`config.mk`:
```
export PLATFORM = sky130hd
export DESIGN_NAME = alu_share_arbiter
export DESIGN_NICKNAME = d
export VERILOG_FILES = /design/src/rtl/alu_share_arbiter.sv
export SDC_FILE = /design/constraint.sdc
export NUM_CORES = 1
export LEC_CHECK = 0
export CORE_ASPECT_RATIO = 1.2
export CORE_MARGIN = 8
export CORE_UTILIZATION = 41
export DETAILED_ROUTE_END_ITERATION = 12
export PLACE_DENSITY = 0.87
export SETUP_SLACK_MARGIN = 0.15
export SYNTH_ARGS = -nofsm -noshare
export SYNTH_HDL_FRONTEND = slang
export SYNTH_SLANG_ARGS = --single-unit
```
`constraint.sdc`:
```
create_clock -name clk -period 4.7 [get_ports clk]
set_input_delay 0.705 -clock clk [delete_from_list [all_inputs] [get_ports clk]]
set_output_delay 0.705 -clock clk [all_outputs]
set_load 0.03 [all_outputs]
```
`src/rtl/alu_share_arbiter.sv`:
```
// alu_share_arbiter: round-robin sharing of one combinational ALU
// between two valid/ready requesters, with registered operands/result.
module alu_share_arbiter #(
  parameter int CNT_W = 16
) (
  input  logic             clk,
  input  logic             reset,
  input  logic             req0_valid,
  output logic             req0_ready,
  input  logic [5:0]       req0_OpCode,
  input  logic [5:0]       req0_Funct,
  input  logic [31:0]      req0_in1,
  input  logic [31:0]      req0_in2,
  input  logic             req1_valid,
  output logic             req1_ready,
  input  logic [5:0]       req1_OpCode,
  input  logic [5:0]       req1_Funct,
  input  logic [31:0]      req1_in1,
  input  logic [31:0]      req1_in2,
  output logic [5:0]       alu_OpCode,
  output logic [5:0]       alu_Funct,
  output logic [31:0]      alu_in1,
  output logic [31:0]      alu_in2,
  input  logic [31:0]      alu_out,
  input  logic             alu_zero,
  output logic             rsp_valid,
  input  logic             rsp_ready,
  output logic             rsp_id,
  output logic [31:0]      rsp_out,
  output logic             rsp_zero,
  output logic             busy,
  output logic [CNT_W-1:0] cnt0,
  output logic [CNT_W-1:0] cnt1
);

  localparam logic [1:0] IDLE = 2'd0;
  localparam logic [1:0] EXEC = 2'd1;
  localparam logic [1:0] RESP = 2'd2;

  localparam logic [CNT_W-1:0] CNT_MAX = '1;
  localparam logic [CNT_W-1:0] CNT_ONE = 1;

  logic [1:0] state;
  logic       last_grant;
  logic       gnt0;
  logic       gnt1;

  // Grant one port in IDLE; on contention favour the port not served last
  always_comb begin
    gnt0 = 1'b0;
    gnt1 = 1'b0;
    if (state == IDLE) begin
      if (req0_valid && req1_valid) begin
        gnt0 = last_grant;
        gnt1 = ~last_grant;
      end else begin
        gnt0 = req0_valid;
        gnt1 = req1_valid;
      end
    end
  end

  assign req0_ready = gnt0;
  assign req1_ready = gnt1;
  assign rsp_valid  = (state == RESP);
  assign busy       = (state != IDLE);

  // Operation sequencer: latch operands, capture result, hold until taken
  always_ff @(posedge clk) begin
    if (reset) begin
      state      <= IDLE;
      last_grant <= 1'b1;
      alu_OpCode <= '0;
      alu_Funct  <= '0;
      alu_in1    <= '0;
      alu_in2    <= '0;
      rsp_out    <= '0;
      rsp_zero   <= 1'b0;
      rsp_id     <= 1'b0;
      cnt0       <= '0;
      cnt1       <= '0;
    end else begin
      case (state)
        IDLE: begin
          if (gnt0) begin
            alu_OpCode <= req0_OpCode;
            alu_Funct  <= req0_Funct;
            alu_in1    <= req0_in1;
            alu_in2    <= req0_in2;
            rsp_id     <= 1'b0;
            last_grant <= 1'b0;
            state      <= EXEC;
          end else if (gnt1) begin
            alu_OpCode <= req1_OpCode;
            alu_Funct  <= req1_Funct;
            alu_in1    <= req1_in1;
            alu_in2    <= req1_in2;
            rsp_id     <= 1'b1;
            last_grant <= 1'b1;
            state      <= EXEC;
          end
        end
        EXEC: begin
          rsp_out  <= alu_out;
          rsp_zero <= alu_zero;
          state    <= RESP;
        end
        RESP: begin
          if (rsp_ready) begin
            if (rsp_id) begin
              if (cnt1 != CNT_MAX) cnt1 <= cnt1 + CNT_ONE;
            end else begin
              if (cnt0 != CNT_MAX) cnt0 <= cnt0 + CNT_ONE;
            end
            state <= IDLE;
          end
        end
        default: state <= IDLE;
      endcase
    end
  end

endmodule

```
## After elaboration in Yosys (flattened, before gate mapping)

Cells that the tools add are included.

- Register bits: 145
- Output and inout bits: 146

- $add $sub $neg: 2
- Reduce and logical (&&, ||, !) cells: 8
- Multiplexer cells: 18
- Equal/unequal tests: 6
- Bitwise logic cells: 2

Operator list:

| operator | number |
|---|---|
| $mux W32 | 4 |
| $add A16 B1 Y16 const B | 2 |
| $ne A16 B16 Y1 const B | 2 |
| $mux W6 | 4 |
| $reduce_and A4 Y1 | 2 |
| $mux W1 | 6 |
| $mux W2 | 3 |
| $pmux W2 S3 | 1 |
| $reduce_and A2 Y1 | 2 |
| $reduce_bool A2 Y1 | 2 |
| $ne A3 B3 Y1 const B | 1 |
| $eq A2 B1 Y1 const B | 1 |
| $eq A2 B2 Y1 const B | 1 |
| $logic_not A2 Y1 | 1 |
| $ne A2 B1 Y1 const B | 1 |
| $not A1 Y1 | 2 |
| $logic_and A1 B1 Y1 | 1 |

## Logic depth before layout (Yosys ltp)

- Word-level depth: 6
- Gate-level depth with buffers: 7
- Mapped depth without buffers: 5

## Worst setup path before layout

Ideal clock, no wire load.

- Kind: in2out
- From: in req0_valid
- To: out req0_ready
- Required time: 3.995 ns
- Stages: 3
- Slack: 2.084 ns
- Data arrival time: 1.911 ns
- Path through: or3b_2 > a21oi_1 > clkbuf_1

- Cells in the longest elaborated chain, start to end: 3

Ends and longest elaborated chain:

| element | RTL line | text |
|---|---|---|
| from (decl) | 8 | `input logic req0_valid,` |
| $logic_and A1 B1 Y1 | 53 | `if (req0_valid && req1_valid) begin` |
| $mux W1 * | 53 |  |
| $mux W1 * | 52 | `if (state == IDLE) begin` |
| to (decl) | 9 | `output logic req0_ready,` |

Every way passes the cells marked *; elsewhere a longest branch is shown, timed or not.

## Final worst setup path

Ends and elaborated chain as after synthesis.

==> results.py <==
metrics = {
    "run_status": {
        "status": "completed",
    },
    "yosys": {
        "yosys_register_bits": 145,
        "synth_top_area_share_pct": 51.3,
        "synth_top_area_cell": "dfxtp_1",
        "synth_fp_nets": 811,
        "ys_dominant_reg_cell": "dfxtp_1",
        "synth_cells": 619,
        "ys_warn_count": 0,
        "ys_top_cells_by_count": "145 x dfxtp_1, 90 x nor2_1, 76 x a222oi_1, 75 x nand2_1, 58 x a21oi_1",
        "yosysMostFrequentCell": "dfxtp_1",
        "synth_edf_count": 0,
        "avgSynthCellArea_um2": 9.14,
        "netlist_area_um2": 5660,
        "synth_area_leaders": "dfxtp_1 51%, a222oi_1 13%, nor2_1 6.0%, a21oi_1 5.1%, nand2_1 5.0%",
        "synth.distinct_cells": 38,
        "async_flop_share_pct": 0,
        "ys_seq_area_share_pct": 51.3,
    },
    "place": {
        "dp.cells": 1080,
        "gp_congestion": 0.839,
        "port_buffers": 335,
        "dpl_cell_area_um2": 9120,
        "dp_hpwl_um": 17700,
    },
    "routing": {
        "drt_wl_total_um": 24600,
        "viasPerCell": 5.84,
        "first_iter_violations": 882,
        "wl_per_cell_um": 22.1,
        "via_count": 6501,
        "ant_nets": 0,
        "drt_first_pass_iters": 8,
        "drc": 0,
    },
    "finish": {
        "multi_input_area_um2": 2570,
        "finalNonFillerCells": 1114,
        "ff_latch_area_um2": 2900,
        "fillers": 1027,
        "utilization_pct": 71.5,
        "syn_to_final_growth_pct": 72.3,
        "fin_nets": 1120,
        "drive_gt1_share_pct": 6.48,
        "fin_area_um2": 9750,
    },
    "timing": {
        "relSlewSlack_pct": 42.8,
        "finalCritPeriodShare_pct": 73.7,
        "worst_slew_pin_slew_ns": 0.858,
        "layout_min_cycle_time_ns": 3.46,
        "max_freq_ghz": 0.289,
        "finalSetupViolations": 0,
        "maxSlewViolCount": 0,
        "tns_ns": 0,
        "grt_setup_unrepaired": "false",
        "hold_violations": 0,
        "fin_skew_ns": 0.00939,
    },
    "critical_path": {
        "cp-start-kind": "primary input",
        "critPathArrivalTime_ns": 2.76,
        "worstSetupEndpointType": "output port",
        "critPathMaxFanout": 3,
        "cp.required_ns": 3.99,
        "critPathKind": "in -> out",
    },
    "min_path": {
        "hold_path_class": "reg -> reg",
    },
    "grt": {
        "antenna_found_initial": 2,
        "grt.total_usage_pct": 26.4,
        "globalRouteMet1Util_pct": 30.1,
        "grt_pass1_wl_um": 35900,
        "overflow": 0,
        "grt_use_met3_pct": 9.43,
        "grt_pass1_vias": 6471,
        "met2_usage_pct": 43.3,
        "busiest_layer": "met2",
        "grt_max_degree": 78,
    },
    "die": {
        "die_w_um": 123,
        "coreArea_um2": 13600,
        "ios": 336,
        "floorplan.die.height_um": 145,
        "die_area_um2": 17800,
        "start_util_pct": 41.5,
        "rows": 47,
    },
    "pwr": {
        "p_leak_uw": 0.00346,
        "vdd_drop_max_uv": 242,
        "power.density_nw_per_um2": 370,
    },
    "clock_tree": {
        "cts_resized": 0,
        "path_clk_slew_ns": 0.06,
        "insertion_delay_ns": 0.42,
        "cts_buffer_depth": 2,
        "cts_hold_buf": 0,
        "postCtsSetupRepairBufs": 0,
        "cts.sinks": 145,
        "ctsHtreeMaxLevel": 4,
        "cts-root-buf": "clkbuf_16",
        "cts_buffers": 17,
        "cts_tree": "yes",
    },
    "run": {
        "max_cap_viol_count": 0,
    },
}
path summary, 6_finish.rpt:
path                                          startpoint                        to  slack (ns)  cells after the start
worst min register to register  rsp_out[23]$_SDFFE_PP0N_  rsp_out[23]$_SDFFE_PP0N_        0.45                      2
worst min-delay path            rsp_out[23]$_SDFFE_PP0N_  rsp_out[23]$_SDFFE_PP0N_        0.45                      2
worst max-delay path                          req0_valid                req0_ready        1.24                      4
worst max register to register     state[1]$_SDFFE_PP0P_     cnt0[14]$_SDFFE_PP0P_        2.22                      4
cell usage in the layout, fill, tap and decap left out, types with 2 or more instances in the layout:
master and count:
a222oi_1 76, clkinvlp_4 2, or4_1 18, clkinv_4 2
dfxtp_1 145, o31ai_1 15, or2_2 3, and3_1 2
nor4_1 5, mux2_2 7, nor2_1 90, o21ai_0 6
bufinv_16 4, clkdlybuf4s50_1 334, ha_1 2, nand4_1 9
nor4b_1 2, a21oi_1 56, buf_4 10, nand2b_1 2
nand2_1 75, nor3b_1 2, diode_2 2, or3_1 7
clkinv_2 5, nor3_1 4, a21oi_4 2, inv_1 4
nor2b_1 8, clkbuf_16 17, nand3_1 9, or3b_2 2
metrics by stage:
step	setup WS [ns]	hold slack, ns	total power, µW
CTS	1.23	0.456	3630
floorplan	2.08	0.483	1780
global route	1.20	0.475	3740
finish	1.24	0.451	3610
global placement	1.27	0.441	2180
detailed placement	1.24	0.447	2190
kinds of logic after synthesis:
| group | synth area share, % |
|---|---|
| AOI/OAI and AO/OA | 22.2 |
| adders and majority gates | 0.442 |
| buffers and inverters | 4.02 |
| DFF | 51.3 |
| muxes | 1.39 |
| and+or+nand+nor | 20.7 |
flip-flops by register name, indices dropped and copies added, names as in the netlist, 2 cells and up:
name	count
alu_in1	32
alu_in2	32
rsp_out	32
cnt0	16
cnt1	16
alu_Funct	6
alu_OpCode	6
state	2
critical path, cell delays in order:
cell and delay (ns):
clkdlybuf4s50_1 0.61, or3b_2 0.52, a21oi_4 0.14, clkdlybuf4s50_1 0.77
where the power goes:
group	switching (µW)	total [µW]	internal, µW
registers	52.6	1370	1310
clock network	537	1440	900
logic	426	804	378
area by class of cell:
class                           instances  area share (%)
Timing Repair Buffer                  344            35.1
Sequential cell                       145            29.8
Multi-Input combinational cell        416            26.4
Clock buffer                           18            4.50
Tap cell                              171            2.19
Clock inverter                         14            1.91
Inverter                                4           0.154
Antenna cell                            2          0.0513
routing by layer:
metal	routed length [µm]	up-vias
met5	15	-
met4	715	2
met3	2580	42
met2	12100	343
met1	9170	3134
li1	-	2980
Power figures use the tool's default switching activity.
